--- config.mk ---
export PLATFORM = sky130hd
export DESIGN_NAME = pic_bus_master
export DESIGN_NICKNAME = d
export VERILOG_FILES = /design/src/rtl/pic_pkg.sv /design/src/rtl/pic_bus_timer.sv /design/src/rtl/pic_bus_master.sv
export SDC_FILE = /design/constraint.sdc
export NUM_CORES = 1
export LEC_CHECK = 0
export ABC_AREA = 0
export BUFFER_PORTS_ARGS = -buffer_cell sky130_fd_sc_hd__buf_2
export CAP_MARGIN = 20
export CORE_MARGIN = 8
export CORE_UTILIZATION = 35
export CTS_BUF_LIST = sky130_fd_sc_hd__clkbuf_8
export CTS_CLUSTER_DIAMETER = 30
export DETAILED_ROUTE_END_ITERATION = 7
export PLACE_DENSITY_LB_ADDON = 0.08
export SLEW_MARGIN = 20
export SYNTH_ARGS = -nofsm -noshare
export SYNTH_HDL_FRONTEND = slang
export SYNTH_SLANG_ARGS = --single-unit
--- constraint.sdc ---
create_clock -name clk -period 1.9 [get_ports clk]
set_input_delay 0.38 -clock clk [delete_from_list [all_inputs] [get_ports clk]]
set_output_delay 0.38 -clock clk [all_outputs]
set_load 0.01 [all_outputs]
--- src/rtl/pic_pkg.sv ---
// pic_pkg: shared state encoding and 8259 command-byte field positions for the PIC bus master.
package pic_pkg;
    typedef enum logic [1:0] {IDLE, SETUP, STROBE, HOLD} bus_state_t;
    localparam int ICW1_SEL_BIT = 4;
    localparam int OCW3_SEL_BIT = 3;
    localparam int ICW1_IC4     = 0;
endpackage

--- src/rtl/pic_bus_timer.sv ---
// pic_bus_timer: loadable down-counter that stops at zero and flags it.
module pic_bus_timer #(
    parameter int W = 2
) (
    input  logic         clk,
    input  logic         rst,
    input  logic         load,
    input  logic [W-1:0] load_val,
    output logic         zero
);
    logic [W-1:0] count;
    always_ff @(posedge clk or negedge rst)
        if (!rst) count <= '0;
        else if (load) count <= load_val;
        else if (count != '0) count <= count - 1'b1;
    assign zero = count == '0;
endmodule

--- src/rtl/pic_bus_master.sv ---
// pic_bus_master: turns single-beat requests into 8080-style cs_n/rd_n/wr_n cycles for the 8259.
// Every bus output is a flop written alongside the state register, so the pins never glitch.
module pic_bus_master
    import pic_pkg::*;
#(
    parameter int SETUP_CYC  = 1,
    parameter int STROBE_CYC = 2,
    parameter int HOLD_CYC   = 1
) (
    input  logic       clk,
    input  logic       rst,
    input  logic       req_valid,
    output logic       req_ready,
    input  logic       req_write,
    input  logic       req_a0,
    input  logic [7:0] req_wdata,
    output logic       rsp_valid,
    output logic [7:0] rsp_rdata,
    output logic       busy,
    output logic       cs_n,
    output logic       rd_n,
    output logic       wr_n,
    output logic       a0,
    output logic [7:0] dout,
    output logic       dout_oe,
    input  logic [7:0] din
);
    localparam int MAXC = SETUP_CYC > STROBE_CYC ? (SETUP_CYC > HOLD_CYC ? SETUP_CYC : HOLD_CYC)
                                                 : (STROBE_CYC > HOLD_CYC ? STROBE_CYC : HOLD_CYC);
    localparam int CW = $clog2(MAXC + 1);

    bus_state_t state, state_n;
    logic write_q, write_n, cs_n_n, rd_n_n, wr_n_n, a0_n, dout_oe_n, rsp_valid_n;
    logic [7:0] dout_n, rdata_n;
    logic load, zero;
    logic [CW-1:0] load_val;

    pic_bus_timer #(.W(CW)) u_timer (
        .clk(clk), .rst(rst), .load(load), .load_val(load_val), .zero(zero)
    );

    always_comb begin
        state_n     = state;
        write_n     = write_q;
        cs_n_n      = cs_n;
        rd_n_n      = rd_n;
        wr_n_n      = wr_n;
        a0_n        = a0;
        dout_n      = dout;
        dout_oe_n   = dout_oe;
        rsp_valid_n = 1'b0;
        rdata_n     = rsp_rdata;
        load        = 1'b0;
        load_val    = '0;
        case (state)
            IDLE: if (req_valid) begin
                state_n   = SETUP;
                write_n   = req_write;
                a0_n      = req_a0;
                dout_n    = req_wdata;
                dout_oe_n = req_write;
                cs_n_n    = 1'b0;
                load      = 1'b1;
                load_val  = CW'(SETUP_CYC - 1);
            end
            SETUP: if (zero) begin
                state_n  = STROBE;
                wr_n_n   = !write_q;
                rd_n_n   = write_q;
                load     = 1'b1;
                load_val = CW'(STROBE_CYC - 1);
            end
            STROBE: if (zero) begin
                state_n  = HOLD;
                wr_n_n   = 1'b1;
                rd_n_n   = 1'b1;
                rdata_n  = write_q ? rsp_rdata : din;
                load     = 1'b1;
                load_val = CW'(HOLD_CYC - 1);
            end
            HOLD: if (zero) begin
                state_n     = IDLE;
                cs_n_n      = 1'b1;
                dout_oe_n   = 1'b0;
                rsp_valid_n = 1'b1;
            end
            default: state_n = IDLE;
        endcase
    end

    always_ff @(posedge clk or negedge rst)
        if (!rst) begin
            state     <= IDLE;
            write_q   <= 1'b0;
            cs_n      <= 1'b1;
            rd_n      <= 1'b1;
            wr_n      <= 1'b1;
            a0        <= 1'b0;
            dout      <= 8'h00;
            dout_oe   <= 1'b0;
            rsp_valid <= 1'b0;
            rsp_rdata <= 8'h00;
        end else begin
            state     <= state_n;
            write_q   <= write_n;
            cs_n      <= cs_n_n;
            rd_n      <= rd_n_n;
            wr_n      <= wr_n_n;
            a0        <= a0_n;
            dout      <= dout_n;
            dout_oe   <= dout_oe_n;
            rsp_valid <= rsp_valid_n;
            rsp_rdata <= rdata_n;
        end

    assign req_ready = state == IDLE;
    assign busy      = state != IDLE;
endmodule

==> results by group, run 1 <==
Global routing
  – Total gr overflow: 0
  – Initial antenna violation count: 0
  – First-pass GRT wire length: 4380 um
  – All-Layer GR Usage: 0.0999
  – Number of global-route vias before repair: 968
  – Largest net degree at the start of global routing: 28

Synth
  – Seq/Total Area, Yosys: 0.542
  – Post-synthesis register bit count: 27
  – Count leader, synth: dfrtp_1
  – Post-synth EDFFs: 0
  – Cells after synthesis: 91
  – Syn_area_per_cell: 13.8 um^2
  – Synth Net Count: 119
  – Yosys Warn Count: 0
  – Post-synth top flop: dfrtp_1
  – Area contributors post-synth: dfrtp_1 48%, mux2_2 13%, ha_1 7.0%
  – Post-synth top area cell: dfrtp_1
  – Asr flop ratio synth: 1.00
  – Share of the synthesized area in the top cell type: 0.479
  – Top cells by count, synth: 24 x dfrtp_1, 15 x mux2_2, 8 x inv_1, 7 x ha_1
  – Count of cell types in the netlist: 25
  – Post-Synthesis Cell Area: 0.00125 mm^2

Timing
  – Achievable frequency: 596 MHz
  – Final Hold Viols: 0
  – Final Setup Violations: 0
  – Min Tclk post-route: 1.68 ns
  – Unrepaired setup endpoints after global routing: no
  – Slew margin rel.: 0.612
  – Slew Limit Fails: 0
  – Fin Clk Skew: 0.00417 ns
  – Least-Margin Pin Slew: 0.582 ns
  – Setup TNS: 0 ns
  – Slack of the critical path: 0.221 ns
  – Period utilization: 0.884

Cells and area
  – FF+latch area: 679 um^2
  – Area of the multi-input gates: 528 um^2
  – ANT cells: 0
  – Share of cells above drive strength 1: 0.526
  – Fillers: 329
  – Nets@finish: 166
  – Area Overhead vs Synth: 24.6%

Worst setup path
  – Worst Path Required: 2.06 ns
  – Startpoint type of the worst setup path: flip-flop
  – Critical Path AT: 1.84 ns
  – Worst-path maximum fanout: 7
  – Reg2reg setup slack: 0.22 ns
  – R2r startpoint: u_timer.count[0]
  – RR Endpoint: state[1]
  – CP endpoint kind: flip-flop
  – R2R cell count: 5
  – Setup CP Type: flip-flop to flip-flop

Drt
  – Initial drt markers: 24
  – Routed WL: 2660 um
  – Routed length per placed instance: 14.5 um
  – Vias per std cell: 4.57
  – Final ANT Viol Nets: 0
  – Drt first pass iters: 4
  – Vias: 836
  – Remaining DRCs: 0

Worst hold path
  – Min-delay worst type: input port to asynchronous set/reset pin

Floorplan
  – DIE AREA: 0.00575 mm^2
  – Die Span Y: 75.9 um
  – Number of I/O pins: 45
  – Initial Util: 0.370
  – Die X: 75.9 um
  – Core ar.: 0.00339 mm^2
  – Row count: 21

Clock tree
  – CTS Hold Bufs: 0
  – Clock tree buffer depth: 2
  – CTS buffer count: 3
  – Clock root buffer: clkbuf_8
  – Worst-path clk slew: 0.09 ns
  – CTS tree: yes
  – Latest clock arrival within the worst-skew pair: 0.27 ns
  – Sink Count: 27
  – Number of setup buffers added after CTS: 0
  – Post-CTS sizing: 0
  – H-tree depth: 1

Power
  – VDD IR max: 0.000706 V
  – Power density over the cells: 1830 mW/mm^2
  – Leakage power: 0.797 nW

Place
  – Placement Setup Slack: 0.201 ns
  – PortBufs: 44
  – Gpl congestion: 0.713
  – Post-detail-place hpwl: 2070 um

Outcome
  – Outcome: finished, final reports clean

Run
  – Max-cap viol count: 0
[layer usage]
metal | GRT usage | wire, um | up-vias
li1 | - | - | 403
met1 | 0.113 | 1100 | 408
met2 | 0.174 | 1370 | 21
met3 | 0.0303 | 158 | 4
met4 | 0.0320 | 27 | 0
met5 | 0 | 0 | -
[layout make-up]
class / instances / share of cell area
flip-flops and latches: 27 / 0.435
multi-input cells: 54 / 0.338
repair buffers: 44 / 0.141
clock inverters: 1 / 0.00321
inverters: 8 / 0.0192
clock buffers: 3 / 0.0264
well taps: 46 / 0.0369
[how the worst max path moves through the flow]
stage	start	to	slack, ns	depth (start not counted)
detailed placement	state[0]	u_timer.count[0]	0.20	5
floorplan	state[0]	state[1]	0.43	5
global placement	u_timer.count[0]	state[1]	0.30	5
CTS	state[0]	u_timer.count[0]	0.18	5
global route	state[1]	u_timer.count[0]	0.08	5
finish	u_timer.count[0]	state[1]	0.22	5
[per-stage QoR]
stage	utilization	std cells	hold WS [ns]	instance area (um^2)	power (mW)
4_1_cts	0.461	183	0.126	1560	2.91
6_report	0.461	183	0.0964	1560	2.86
2_1_floorplan	-	91	0.0844	1250	2.11
5_1_grt	0.461	183	0.138	1560	3.10
3_5_place_dp	0.447	179	0.426	1520	2.57
3_3_place_gp	0.447	179	0.425	1520	2.53
[cell families (layout without fill, tap and decap cells)]
kind of cell | Yosys count | after routing | synth area share
AOI/OAI and AO/OA | 8 | 8 | 0.0539
xor gates and xnor gates | 1 | 1 | 0.00699
adders and majority gates | 7 | 7 | 0.0699
buffers and inverters | 10 | 56 | 0.0369
DFF | 27 | 27 | 0.542
muxes | 23 | 23 | 0.210
and+or+nand+nor | 15 | 15 | 0.0808
[placed cells by master (no fill, tap or decap)]
| cell type | count |
|---|---|
| a21oi_1 | 2 |
| a22o_1 | 1 |
| a32o_1 | 1 |
| and2_1 | 1 |
| buf_2 | 44 |
| clkbuf_8 | 3 |
| clkinv_2 | 1 |
| dfrtp_1 | 24 |
| dfstp_2 | 3 |
| ha_1 | 7 |
| inv_1 | 8 |
| mux2_1 | 3 |
| mux2_2 | 15 |
| mux2_4 | 2 |
| mux2i_1 | 3 |
| nand2_1 | 4 |
| nand2b_1 | 2 |
| nand2b_4 | 2 |
| nand3_1 | 1 |
| nand3b_4 | 1 |
| nor2_1 | 4 |
| o2111a_4 | 1 |
| o211ai_1 | 1 |
| o21ai_0 | 1 |
| o22ai_1 | 1 |
| xor2_1 | 1 |
[where the power goes]
part           leakage [nW]  switching [mW]  internal [mW]
registers             0.318           0.155          0.895
clock network        0.0255           0.172          0.147
logic                 0.453           0.730          0.758
[critical path: stages (launching register included)]
cell and delay [ns]:
dfrtp_1 0.40, inv_1 0.09, ha_1 0.34, nand2b_4 0.21
o2111a_4 0.24, mux2_4 0.30
[sequential cells by signal (all words and copies together), names as in the netlist]
register	flops
a0	1
dout	8
wr_n	1
state	2
dout_oe	1
rsp_rdata	8
rsp_valid	1
cs_n	1
write_q	1
u_timer.count	2
rd_n	1
Power figures use the tool's default switching activity.
==> inputs of run 2 (changes only) <==
--- a/config.mk
+++ b/config.mk
@@ -13,6 +13,7 @@
 export CTS_BUF_LIST = sky130_fd_sc_hd__clkbuf_8
 export CTS_CLUSTER_DIAMETER = 30
 export DETAILED_ROUTE_END_ITERATION = 7
+export MAX_ROUTING_LAYER = met4
 export PLACE_DENSITY_LB_ADDON = 0.08
 export SLEW_MARGIN = 20
 export SYNTH_ARGS = -nofsm -noshare
==> run 2 against run 1 <==
Critical path depth unchanged. Wire length up 0.11%. Combinational power about the same. First-iteration DRC count up 4.2%. Fmax hardly changed. Clock skew is essentially flat. Power hardly changed. Global-route usage grew 0.28 points. Worst setup slack improved by 0.00093 ns. Sequential share of layout area unchanged. Sequential cell count unchanged. Count of clock-buffer cells in the layout did not move. Critical endpoint unchanged. Largest power group unchanged.
==> results by group, run 2 (synthesis gave the netlist of run 1 again) <==
Floorplan
  – Number of I/O pins: 45
  – Row count: 21
  – Initial Util: 0.370
  – Core ar.: 0.00339 mm^2
  – DIE AREA: 0.00575 mm^2
  – Die Span Y: 75.9 um
  – Die X: 75.9 um

Clock tree
  – Clock tree buffer depth: 2
  – CTS tree: yes
  – CTS Hold Bufs: 0
  – CTS buffer count: 3
  – Worst-path clk slew: 0.09 ns
  – Post-CTS sizing: 0
  – H-tree depth: 1
  – Sink Count: 27
  – Clock root buffer: clkbuf_8
  – Number of setup buffers added after CTS: 0
  – Latest clock arrival within the worst-skew pair: 0.27 ns

Worst setup path
  – Critical path's slowest cell: dfrtp_1
  – R2r startpoint: u_timer.count[0]
  – Reg2reg setup slack: 0.22 ns
  – Worst Path Required: 2.06 ns
  – Startpoint type of the worst setup path: flip-flop
  – Worst-path maximum fanout: 7
  – CP peak stage delay: 0.40 ns
  – Top Family by Delay on Critical Path: flip-flops
  – Buf/Inv on CP: 1
  – CP endpoint kind: flip-flop
  – Crit path cell chain: inv_1, ha_1, nand2b_4, o2111a_4, mux2_4
  – RR Endpoint: state[1]
  – Critical Path AT: 1.84 ns
  – R2R cell count: 5
  – Setup CP Type: flip-flop to flip-flop

Cells and area
  – Most frequent cells in the layout: 44 x buf_2, 24 x dfrtp_1, 15 x mux2_2
  – Fillers: 329
  – Area Overhead vs Synth: 24.6%
  – Nets@finish: 166
  – Share of cells above drive strength 1: 0.526
  – Finished Core Util: 0.461
  – Largest regs: dout (8), rsp_rdata (8)
  – Most common cell after layout, fill and taps aside: buf_2
  – ANT cells: 0

Global routing
  – Total gr overflow: 0
  – All-Layer GR Usage: 0.103
  – Busiest layer in global routing: met2
  – GR Util met2: 0.174
  – Largest net degree at the start of global routing: 28
  – Met3 GRT Util: 0.0263
  – Number of global-route vias before repair: 968
  – Grt met1 use: 0.115
  – First-pass GRT wire length: 4380 um
  – Initial antenna violation count: 0

Run
  – Max-cap viol count: 0

Drt
  – Initial drt markers: 25
  – Vias per std cell: 4.57
  – Vias: 836
  – Routed length per placed instance: 14.5 um
  – Remaining DRCs: 0
  – Drt first pass iters: 4
  – Routed WL: 2660 um
  – Final ANT Viol Nets: 0

Power
  – Leakage power: 0.797 nW
  – Power density over the cells: 1830 mW/mm^2
  – VDD IR max: 0.000706 V

Timing
  – Period utilization: 0.883
  – Slack of the critical path: 0.222 ns
  – Final Hold Viols: 0
  – Slew margin rel.: 0.612
  – Min Tclk post-route: 1.68 ns
  – Least-Margin Pin Slew: 0.582 ns
  – Unrepaired setup endpoints after global routing: no
  – Achievable frequency: 596 MHz
  – Fin Clk Skew: 0.00417 ns
  – Slew Limit Fails: 0
  – Setup TNS: 0 ns
  – Final Setup Violations: 0

Worst hold path
  – Min-delay worst type: input port to asynchronous set/reset pin

Place
  – Gpl congestion: 0.721
  – Placement Setup Slack: 0.201 ns
  – Post-detail-place hpwl: 2070 um
  – PortBufs: 44

Outcome
  – Outcome: finished, final reports clean
-- run 2: final cells by class --
type,count,area (um^2),share of cell area
sequential,27,679,0.435
inverter,8,30.0,0.0192
clock buffer,3,41.3,0.0264
clock inverter,1,5.00,0.00321
tap,46,57.6,0.0369
multi-input combinational,54,528,0.338
timing repair buffer,44,220,0.141
-- run 2: where the power goes --
part	switching (mW)	total, mW	internal, mW
Combinational	0.730	1.49	0.758
Clock	0.172	0.319	0.147
Sequential	0.155	1.05	0.895
Total	1.06	2.86	1.80
-- run 2: how the worst max path moves through the flow --
stage / from / to / slack (ns) / depth (start not counted)
floorplan: state[0] / state[1] / 0.43 / 5
global placement: u_timer.count[0] / state[1] / 0.30 / 5
detailed placement: state[0] / u_timer.count[0] / 0.20 / 5
CTS: state[0] / u_timer.count[0] / 0.18 / 5
global route: state[1] / u_timer.count[0] / 0.08 / 5
finish: u_timer.count[0] / state[1] / 0.22 / 5
-- run 2: layer usage --
layer  part of all wire  up-vias
li1                   -      403
met1               0.42      408
met2               0.52       21
met3              0.048        4
met4              0.010        0
met5                  0        -
-- run 2: per-stage QoR --
stage	hold slack (ns)	instances	power (mW)	instance area, um^2
3_3_place_gp	0.425	179	2.53	1520
4_1_cts	0.126	183	2.91	1560
2_1_floorplan	0.0844	91	2.11	1250
6_report	0.0966	183	2.86	1560
5_1_grt	0.138	183	3.10	1560
3_5_place_dp	0.426	179	2.57	1520
==> inputs of run 3 (changes only) <==
--- a/config.mk
+++ b/config.mk
@@ -5,7 +5,7 @@
 export SDC_FILE = /design/constraint.sdc
 export NUM_CORES = 1
 export LEC_CHECK = 0
-export ABC_AREA = 0
+export ABC_AREA = 1
 export BUFFER_PORTS_ARGS = -buffer_cell sky130_fd_sc_hd__buf_2
 export CAP_MARGIN = 20
 export CORE_MARGIN = 8
@@ -15,7 +15,6 @@
 export DETAILED_ROUTE_END_ITERATION = 7
 export MAX_ROUTING_LAYER = met4
 export PLACE_DENSITY_LB_ADDON = 0.08
-export SLEW_MARGIN = 20
 export SYNTH_ARGS = -nofsm -noshare
 export SYNTH_HDL_FRONTEND = slang
 export SYNTH_SLANG_ARGS = --single-unit
==> run 3 against run 2 <==
Worst setup slack improved by 0.10 ns. Die area up 2.3%. Final cell count increased by 33%. Clock power hardly changed. Design area up 2.7%.
==> results by group, run 3 <==
Drt
  – Vias per std cell: 4.35
  – Drt first pass iters: 4
  – Initial drt markers: 71
  – Routed WL: 2730 um
  – Remaining DRCs: 0
  – Final ANT Viol Nets: 0
  – Vias: 1057
  – Routed length per placed instance: 11.2 um

Floorplan
  – Die X: 76.7 um
  – Number of I/O pins: 45
  – DIE AREA: 0.00588 mm^2
  – Row count: 22
  – Initial Util: 0.358
  – Die Span Y: 76.7 um
  – Core ar.: 0.00361 mm^2

Synth
  – Seq/Total Area, Yosys: 0.527
  – Compound-Gate Fraction of Synth Area: 0.0776
  – Count of cell types in the netlist: 19
  – Post-synthesis register bit count: 27
  – Synth Net Count: 177
  – Top cells by count, synth: 54 x nand2_1, 24 x dfrtp_1, 20 x inv_1, 12 x nand3_1, 8 x o21ai_2
  – Post-Synthesis Cell Area: 0.00129 mm^2
  – Count leader, synth: nand2_1
  – Mux cell area share after synthesis: 0
  – Yosys Warn Count: 0
  – XOR/XNOR share of the synthesized area: 0
  – Main combinational cell family by area after synthesis: simple AND/OR/NAND/NOR gates
  – Adder-cell share of the synthesized area: 0.0679
  – Post-synth top flop: dfrtp_1
  – Syn_area_per_cell: 8.66 um^2
  – Area contributors post-synth: dfrtp_1 47%, nand2_1 16%, ha_1 6.8%
  – Asr flop ratio synth: 1.00
  – Post-synth top area cell: dfrtp_1
  – Post-synth EDFFs: 0
  – Cells after synthesis: 149
  – Post-Synth Simple-Gate Area: 0.242
  – Share of the synthesized area in the top cell type: 0.466

Timing
  – Final Hold Viols: 0
  – Setup TNS: 0 ns
  – Unrepaired setup endpoints after global routing: no
  – Fin Clk Skew: 0.00263 ns
  – Final Setup Violations: 0
  – Achievable frequency: 635 MHz
  – Min Tclk post-route: 1.57 ns
  – Slew Limit Fails: 0
  – Least-Margin Pin Slew: 0.575 ns
  – Period utilization: 0.829
  – Slew margin rel.: 0.617

Place
  – Post-detail-place hpwl: 2190 um
  – # placed instances: 239
  – PortBufs: 44
  – Placed cell areas: 0.00156 mm^2
  – Gpl congestion: 0.782

Clock tree
  – Worst-path clk slew: 0.09 ns
  – Sink Count: 27
  – CTS tree: yes
  – H-tree depth: 1
  – Number of setup buffers added after CTS: 0
  – Clock root buffer: clkbuf_8
  – Clock tree buffer depth: 2
  – CTS buffer count: 3
  – CTS Hold Bufs: 0
  – Post-CTS sizing: 0
  – Latest clock arrival within the worst-skew pair: 0.27 ns

Cells and area
  – Finished Layout Cells: 243
  – FF+latch area: 679 um^2
  – Share of cells above drive strength 1: 0.344
  – Most common cell after layout, fill and taps aside: nand2_1
  – Nets@finish: 224
  – ANT cells: 0
  – Most frequent cells in the layout: 54 x nand2_1, 44 x buf_2, 24 x dfrtp_1
  – Largest regs: dout (8), rsp_rdata (8)
  – Area Overhead vs Synth: 24.3%
  – Final Cell Area: 0.00160 mm^2
  – Area of the multi-input gates: 500 um^2
  – Fillers: 369

Global routing
  – Total gr overflow: 0
  – First-pass GRT wire length: 4960 um
  – Number of global-route vias before repair: 1081
  – Largest net degree at the start of global routing: 28
  – Initial antenna violation count: 0
  – All-Layer GR Usage: 0.103

Worst setup path
  – Reg2reg setup slack: 0.41 ns
  – Critical path's slowest cell: dfrtp_1
  – CP peak stage delay: 0.42 ns
  – Critical Path AT: 1.19 ns
  – R2r startpoint: state[0]
  – Worst-path maximum fanout: 4
  – Setup CP Type: flip-flop to primary output
  – Worst Path Required: 1.52 ns
  – Startpoint type of the worst setup path: flip-flop
  – CP endpoint kind: primary output
  – Crit path cell chain: inv_1, ha_1, buf_2
  – R2R cell count: 5
  – RR Endpoint: rsp_rdata[2]
  – Top Family by Delay on Critical Path: flip-flops
  – Buf/Inv on CP: 2

Power
  – Leakage power: 0.941 nW
  – Sequential Power Share: 0.373
  – Power density over the cells: 1720 mW/mm^2
  – Tot Pwr: 2.76 mW
  – Comb power frac: 0.512
  – VDD IR max: 0.000621 V
  – Sw frac: 0.423
  – Sw Pwr: 1.17 mW
  – Part of the power in the clock network: 0.115
  – Pint: 1.59 mW

Run
  – Max-cap viol count: 0

Outcome
  – Outcome: finished, final reports clean

Worst hold path
  – Min-delay worst type: input port to asynchronous set/reset pin
[run 3: cell count changes after synthesis, sizes merged, moves of 3 or more]
| cell | change |
|---|---|
| nand2b | -4 |
| nand3 | +12 |
| mux2 | -20 |
| inv | +14 |
| nand2 | +51 |
| o21ai | +13 |
| mux2i | -3 |
[run 3: final cells by class]
class                      count  area share
clock inverter                 1     0.00312
sequential                    27       0.424
inverter                      22      0.0515
clock buffer                   3      0.0257
tap                           48      0.0374
multi-input combinational     96       0.312
timing repair buffer          46       0.147
[run 3: worst reg2reg max path: stages, from the launching register on]
cell	delay, ns
dfrtp_1	0.42
inv_1	0.12
ha_1	0.25
nand3_2	0.34
nand2_1	0.19
o21ai_2	0.06
[run 3: worst max path at each step]
stage / startpoint / end / depth (start not counted)
4_1_cts: state[0] / req_ready / 3
2_1_floorplan: state[0] / busy / 4
6_report: state[0] / req_ready / 3
3_5_place_dp: state[0] / rsp_rdata[0] / 5
5_1_grt: state[0] / req_ready / 3
3_3_place_gp: u_timer.count[0] / rsp_rdata[5] / 5
[run 3: per-layer routing]
layer,routed length (um),up-vias,GRT usage
met5,0,-,-
met3,187,2,0.0396
li1,-,545,-
met2,1270,29,0.162
met4,10,0,0.0173
met1,1260,481,0.123
[run 3: cell families after synthesis]
logic type,Yosys count
adders and majority gates,7
buffers and inverters,26
AOI/OAI and AO/OA,14
and+or+nand+nor,75
DFF,27
[run 3: stage by stage]
stage,utilization,hold WS (ns),worst slack [ns]
finish,0.445,0.0980,0.325
global route,0.445,0.135,0.226
CTS,0.445,0.120,0.298
detailed placement,0.432,0.424,0.404
global placement,0.432,0.426,0.476
floorplan,-,0.0844,0.510
[run 3: power groups by stage]
stage          Combinational [mW]  Clock [mW]  Sequential, mW
4_1_cts                      1.45       0.331            1.03
2_1_floorplan               0.858           0            1.14
5_1_grt                      1.64       0.366            1.08
3_5_place_dp                 1.45           0            1.04
6_report                     1.41       0.316            1.03
3_3_place_gp                 1.42           0            1.03
